$ cat config.mk
export PLATFORM = sky130hd
export DESIGN_NAME = fifo_rr_arbiter
export DESIGN_NICKNAME = d
export VERILOG_FILES = /design/src/rtl/fifo_rr_arbiter.sv
export SDC_FILE = /design/constraint.sdc
export NUM_CORES = 1
export LEC_CHECK = 0
export CAP_MARGIN = 20
export CELL_PAD_IN_SITES_DETAIL_PLACEMENT = 0
export CELL_PAD_IN_SITES_GLOBAL_PLACEMENT = 1
export CORE_UTILIZATION = 18
export DETAILED_ROUTE_END_ITERATION = 6
export HOLD_SLACK_MARGIN = 0.15
export PLACE_DENSITY = 0.82
export SYNTH_ARGS = -nofsm -noshare
export SYNTH_HDL_FRONTEND = slang
export SYNTH_SLANG_ARGS = --single-unit
$ cat constraint.sdc
create_clock -name clk -period 2 [get_ports clk]
set_input_delay 0.3 -clock clk [delete_from_list [all_inputs] [get_ports clk]]
set_output_delay 0.3 -clock clk [all_outputs]
set_load 0.03 [all_outputs]
$ cat src/rtl/fifo_rr_arbiter.sv
// -----------------------------------------------------------------------------
// fifo_rr_arbiter
//
// Round-robin arbiter that shares one downstream valid/ready consumer between
// N upstream fifos. Once a requester is granted, its head-of-queue beat is
// passed straight through to the output. The grant lasts for a bounded burst.
// After the burst, priority rotates to the requester after the one that was
// granted, so no queue starves.
//
// Optional feature macro: ARB_LAST_LOCK_EN
//   When defined, a grant is held until a beat with req_last set is
//   transferred, and MAX_BURST is ignored. The grant is still released when
//   the granted queue drains.
//
// Parameters
//   WIDTH      data width per requester
//   N          number of requesters (>= 2)
//   MAX_BURST  maximum transfers per grant (>= 1)
//
// Ports
//   clk        clock
//   reset      synchronous, active-high reset
//   req_data   requester i data at [i*WIDTH +: WIDTH]
//   req_val    per-requester valid (fifo data_out_val)
//   req_last   per-requester end-of-packet marker for the head beat
//   req_rdy    per-requester pop qualifier (fifo data_out_rdy)
//   out_data   granted requester's data
//   out_val    output valid
//   out_last   req_last of the granted requester
//   out_rdy    downstream ready
//   out_src    index of the current (or most recent) grant, registered
//   busy       high while a grant is active
// -----------------------------------------------------------------------------
module fifo_rr_arbiter #(
    parameter int WIDTH     = 32,
    parameter int N         = 4,
    parameter int MAX_BURST = 4
) (
    input  logic                 clk,
    input  logic                 reset,
    input  logic [N*WIDTH-1:0]   req_data,
    input  logic [N-1:0]         req_val,
    input  logic [N-1:0]         req_last,
    output logic [N-1:0]         req_rdy,
    output logic [WIDTH-1:0]     out_data,
    output logic                 out_val,
    output logic                 out_last,
    input  logic                 out_rdy,
    output logic [$clog2(N)-1:0] out_src,
    output logic                 busy
);

    localparam int IW = $clog2(N);
    localparam int CW = $clog2(MAX_BURST + 1);

    typedef enum logic {
        IDLE  = 1'b0,
        GRANT = 1'b1
    } state_t;

    state_t         r_state, w_state_next;
    logic [IW-1:0]  r_g, w_g_next;
    logic [IW-1:0]  r_ptr, w_ptr_next;
    logic [CW-1:0]  r_cnt, w_cnt_next;

    logic [WIDTH-1:0] w_data [N];
    logic [IW-1:0]    w_pick;
    logic [IW-1:0]    w_g_inc;
    logic             w_grant;
    logic             w_head_val;
    logic             w_xfer;

    // Index addition that wraps at N-1 -> 0, so that non-power-of-two N never
    // produces an out-of-range index. Both operands are always below N.
    function automatic logic [IW-1:0] wrap_add(input logic [IW-1:0] a, input int b);
        int s;
        s = int'(a) + b;
        if (s >= N) begin
            s = s - N;
        end
        return IW'(s);
    endfunction

    generate
        for (genvar gi = 0; gi < N; gi++) begin : g_unpack
            assign w_data[gi] = req_data[gi*WIDTH +: WIDTH];
        end
    endgenerate

    // The first valid requester scanning ptr, ptr+1, ... modulo N. The loop
    // runs from the far end towards ptr so that the nearest match wins.
    always_comb begin
        w_pick = '0;
        for (int k = N - 1; k >= 0; k--) begin
            if (req_val[wrap_add(r_ptr, k)]) begin
                w_pick = wrap_add(r_ptr, k);
            end
        end
    end

    assign w_g_inc    = wrap_add(r_g, 1);
    assign w_grant    = (r_state == GRANT);
    assign w_head_val = req_val[r_g];
    assign w_xfer     = w_grant && w_head_val && out_rdy;

    // The output path is combinational from the requester inputs while a
    // grant is active, and is quiet otherwise.
    always_comb begin
        out_val  = 1'b0;
        out_data = '0;
        out_last = 1'b0;
        req_rdy  = '0;
        if (w_grant) begin
            out_val  = w_head_val;
            out_data = w_data[r_g];
            out_last = req_last[r_g];
            if (out_rdy) begin
                req_rdy = N'(1) << r_g;
            end
        end
    end

    assign out_src = r_g;
    assign busy    = w_grant;

    always_comb begin
        w_state_next = r_state;
        w_g_next     = r_g;
        w_ptr_next   = r_ptr;
        w_cnt_next   = r_cnt;
        case (r_state)
            IDLE: begin
                if (|req_val) begin
                    w_state_next = GRANT;
                    w_g_next     = w_pick;
                    w_cnt_next   = '0;
                end
            end
            GRANT: begin
                if (!w_head_val) begin
                    // When the queue drains, the grant is released at once.
                    // This avoids dead cycles that would wait on an empty fifo.
                    w_state_next = IDLE;
                    w_ptr_next   = w_g_inc;
                    w_cnt_next   = '0;
                end else if (w_xfer) begin
`ifdef ARB_LAST_LOCK_EN
                    if (req_last[r_g]) begin
                        w_state_next = IDLE;
                        w_ptr_next   = w_g_inc;
                        w_cnt_next   = '0;
                    end else if (r_cnt != CW'(MAX_BURST)) begin
                        // The count only saturates here. A packet can be
                        // longer than MAX_BURST.
                        w_cnt_next = r_cnt + 1'b1;
                    end
`else
                    if (r_cnt == CW'(MAX_BURST - 1)) begin
                        w_state_next = IDLE;
                        w_ptr_next   = w_g_inc;
                        w_cnt_next   = '0;
                    end else begin
                        w_cnt_next = r_cnt + 1'b1;
                    end
`endif
                end
            end
            default: begin
                w_state_next = IDLE;
            end
        endcase
    end

    always_ff @(posedge clk) begin
        if (reset) begin
            r_state <= IDLE;
            r_g     <= '0;
            r_ptr   <= '0;
            r_cnt   <= '0;
        end else begin
            r_state <= w_state_next;
            r_g     <= w_g_next;
            r_ptr   <= w_ptr_next;
            r_cnt   <= w_cnt_next;
        end
    end

endmodule

* Word-level counts from Yosys, hierarchy flattened *
Cells that the tools add are included.

cells by class
  add/subtract/negate cells = 10
  shift operators = 1
  magnitude comparators = 11
  reduce and logical (&&, ||, !) cells = 6
  bitwise logic cells = 2
  muxes and demuxes = 42
  divide/modulo/power cells = 0
  equal/unequal tests = 5
  multiply operators = 0

operators by type and width
  kind                                                                                  number
  32-bit 2-to-1 mux                                                                     3
  32-bit binary-select mux with 2-bit select                                            1
  2-bit 2-to-1 mux                                                                      12
  3-bit greater-or-equal comparator (second input constant)                             5
  2-bit by 3-bit less-than comparator with 1-bit output (second input constant)         5
  1-bit binary-select mux with 2-bit select                                             6
  1-bit 2-to-1 mux                                                                      12
  3-bit 2-to-1 mux                                                                      4
  2-bit by 1-bit subtractor with 2-bit output (second input constant)                   5
  4-bit 2-to-1 mux                                                                      2
  2-bit by 1-bit adder with 3-bit output (second input constant)                        2
  2-bit by 2-bit adder with 3-bit output (second input constant)                        2
  3-bit one-hot mux with 2 select lines                                                 1
  2-bit by 1-bit != test with 1-bit output (second input constant)                      2
  2-bit AND reduction                                                                   2
  4-bit OR reduction                                                                    1
  1-bit by 2-bit << shifter with 4-bit output (first input constant)                    1
  3-bit by 1-bit adder with 3-bit output (second input constant)                        1
  3-bit by 2-bit equality test with 1-bit output (second input constant)                1
  2-bit by 3-bit greater-or-equal comparator with 1-bit output (second input constant)  1
  3-bit by 2-bit != test with 1-bit output (second input constant)                      1
  2-bit inverter with 3-bit output                                                      1
  3-bit AND reduction                                                                   1
  1-bit logical AND                                                                     2
  other kinds (3)                                                                       3

storage, ports and cells
  memories kept = 0
  logic and storage cells = 81
  ROM bits = 0
  register bits = 8
  bits of input ports = 139
  bits in latches = 0
  bits in writable memories = 0
  output and inout port bits = 41

* Logic depth before layout (Yosys ltp) *
  depth after elaboration = 9
  mapped depth = 6
  mapped depth without buffers = 5

* Worst setup path before layout *
No wires, ideal clock.

  kind = reg2out
  start = reg r_g[0] (netlist: out_src[0])
  end = out out_data[17]
  data required time = 1,700 ps
  arrival = 1,916 ps
  buffers on the path = 2
  stages on the path, launching flop included = 5
  path slack = -216 ps
  cells stage by stage = dfxtp_1 > buf_2 > buf_2 > mux4_2 > and2_1

between the ends
  word-level cells in the longest chain between the ends = 5

RTL lines
  element                                                 RTL line  RTL
  start: declaration                                      62        logic [IW-1:0] r_g, w_g_next;
  start signal: assignment                                182       r_g <= w_g_next;
  2-bit inverter with 3-bit output (not written as such)  115       out_data = w_data[r_g];
  32-bit binary-select mux with 2-bit select              115
  32-bit 2-to-1 mux (not written as such) (2 in a row)    115
  32-bit 2-to-1 mux                                       113       if (w_grant) begin
  end: declaration                                        45        output logic [WIDTH-1:0] out_data,

Every way passes these cells. The select of a mux whose other input is x is not followed.

* Worst setup path in the final report *
  start = reg r_g[0] (netlist: out_src[0])
  end = out out_data[13]

Same word-level chain as after synthesis.

==> flow_summary.toml <==
[sta]
period_needed_ns = 2.038
timing.final.ws_setup_ns = -0.03828
timing.fmax_mhz = 490.6
slew_violations = 0
setup_viol = 7
fin_crit_sh_pct = 101.9
hold_violations = 0
finalSetupTns_ns = -0.1218
rsz0062_at_grt = "true"
worst_hold_slack_ns = 0.4769
relSlewSlack_pct = 58.92
tightest_slew_ns = 0.6111
skew_ns = 0.003278

[synth]
yosys-top-cells-count = "34 x mux4_2, 33 x and2_1, 8 x dfxtp_1"
synth_seq_cells = 8
yosys_warnings = 0
synth_fa_ha_area_share_pct = 4.000
synth_xor_area_share_pct = 0
synth_fp_nets = 284
muxShareOfSynthArea_pct = 50.24
async_flop_share_pct = 0
synth.area.top_cells = "mux4_2 49%, and2_1 13%, dfxtp_1 10%"
netlist_area_um2 = 1564
synth_enable_flop_cells = 0
yosysUniqueCellTypes = 31
yosys.area.top_type = "mux4_2"
synth.most_common_cell = "mux4_2"
ys.flop_type = "dfxtp_1"
synth_simple_gate_area_share_pct = 22.80
avgSynthCellArea_um2 = 11.17
synth_compound_gate_area_share_pct = 7.280
synth_seq_area_share_pct = 10.24
synthCells = 140
synth_top_area_share_pct = 48.96
synth_top_family_by_area = "multiplexers"

[clock_network]
clk_pin_slew_ns = 0.04
cts_buffer_depth = 2
cts_inserted_buffers = 3
clkSinkCount = 8
cts_tree = "done"
cts_root_buf = "clkbuf_8"
clk_latency_ns = 0.23
htreeDepth = 1

[outcome]
violations = "negative setup slack"
outcome = "finished, violations left"

[worst_setup_path]
crit_chain = "buf_6 -> clkbuf_16 -> mux4_2 -> and2_4 -> buf_6"
start_kind = "flip-flop"
cpMaxStageDelayCell = "mux4_2"
worstSetupEndpointType = "output port"
crit_required_ns = 1.70
crit_buf_inv = 3
cp_data_arrival_time_ns = 1.74
worstPathMaxFanout = 5
max_stage_delay_ns = 0.49
worstSetupPathType = "flip-flop to output port"
crit_family = "multiplexers"
cp-startpoint = "out_src[0]"
r2r_start = "out_src[0]"
cp_common_cell = "buf_6"

[global_routing]
grtUsageTotal_pct = 14.84
grt_pass1_wl_mm = 10.27
grt_max_degree = 25
antenna_found_initial = 0
first_global_vias = 2071
grt-ovfl-total = 0

[route]
first_pass_iters = 4
via_per_inst = 4.497
finalWirelength_mm = 6.962
drcViolationCount = 0
drt_iter0_markers = 9
wl_per_cell_um = 15.86
vias = 1974
ant_nets = 0

[final_layout]
stdcell_count = 439
antennaDiodeCount = 0
drive_above_1_share_pct = 35.63
nets = 480
area_delta_synth_final_pct = 137.4
design_area_um2 = 3712

[placement]
io_buffers = 179
post-place-ws_ns = -0.2517
place.gp.congestion = 0.6979
numPlacedInstances = 427
placed_cell_area_um2 = 3601
dp_hpwl_mm = 5.526

[flow_run]
maxCapViolCount = 0

[power_and_ir_drop]
power_density_nw_per_um2 = 362.3
switching_power_mw = 0.4514
p_sw_share_pct = 33.56
pwr-share-comb_pct = 71.8
seq_power_share_pct = 13.7
ir_drop_mv = 0.1954
power.internal_mw = 0.8936
leakagePower_nw = 1.477
clock_power_share_pct = 14.5

[die]
die_w_um = 95.22
dieHeight_um = 95.22
core_um2 = 8299
dieArea_um2 = 9066
num_rows = 33
start_util_pct = 18.85
ios = 180

[hold_path]
hold_path_class = "flip-flop to flip-flop"
worstHoldStart = "r_cnt[1]"
[cell type report]
type	instances	area, um^2
clock buffers	3	41.29
fillers	796	4587
inverters	5	18.77
multi-input cells	114	1349
flip-flops and latches	8	165.2
well taps	105	131.4
repair buffers	204	2007
[state kept, by name (all words and copies together) (netlist names)]
| name | cells |
|---|---|
| busy | 1 |
| out_src | 2 |
| r_cnt | 3 |
| r_ptr | 2 |
[worst paths after layout]
kind	end	slack, ns	cells past startpoint
setup / recovery	out_data[13]	-0.04	5
hold / removal	r_cnt[1]	0.48	2
setup reg to reg	r_cnt[2]	0.13	8
hold reg to reg	r_cnt[1]	0.48	2
[per-stage QoR]
| stage | total power [mW] | utilization (%) |
|---|---|---|
| final | 1.345 | 44.73 |
| after global routing | 1.429 | 44.73 |
| after CTS | 1.319 | 43.59 |
| after detailed placement | 1.124 | 43.39 |
| after global placement | 1.115 | 43.39 |
| after floorplan | 0.6229 | - |
[power by group through the flow]
stage               Clock [mW]  Sequential (mW)  Combinational (mW)
detailed placement           0            0.185               0.939
global placement             0            0.185               0.931
finish                   0.195            0.185               0.965
global route             0.208            0.187                1.03
CTS                      0.200            0.182               0.937
floorplan                    0            0.190               0.433
[layout by cell type, fill, tap and decap left out, types with 4 or more instances in the layout]
master / netlist / routed
inv_1: 5 / 5
buf_12: 0 / 6
a21oi_1: 7 / 7
buf_6: 1 / 14
buf_2: 2 / 22
dfxtp_1: 8 / 6
ha_1: 5 / 5
mux4_2: 34 / 34
and3_1: 4 / 4
clkdlybuf4s50_1: 0 / 138
nor2_1: 6 / 6
and2_4: 0 / 11
and2_1: 33 / 22
buf_4: 2 / 19
[layer usage]
metal	track usage [%]	part of all wire, %	vias up
li1	-	-	934
met1	17.26	37	929
met5	0	0	-
met4	3.409	0.83	0
met2	27.14	51	105
met3	3.589	11	6
[worst min-delay path: stages, from the launching register on]
cell	delay (ns)
dfxtp_1	0.30
nand2b_1	0.06
a21oi_1	0.06
[what timing repair did]
item / CTS / global route
setup endpoints to repair: 35 / 24
hold buffers: 0 / 0
gates cloned: 1 / 2
buffers inserted: 6 / 0
pin swaps: 2 / 1
resized for setup: 179 / 21
[cell families (layout without fill, tap and decap cells)]
kind of cell / after synthesis / after routing
AND/OR/NAND/NOR: 59 / 59
multiplexers: 36 / 36
buffers and inverters: 18 / 212
AO/OA/AOI/OAI: 14 / 14
flip-flops: 8 / 8
adder cells (fa/ha/maj): 5 / 5
Power figures use the tool's default switching activity.
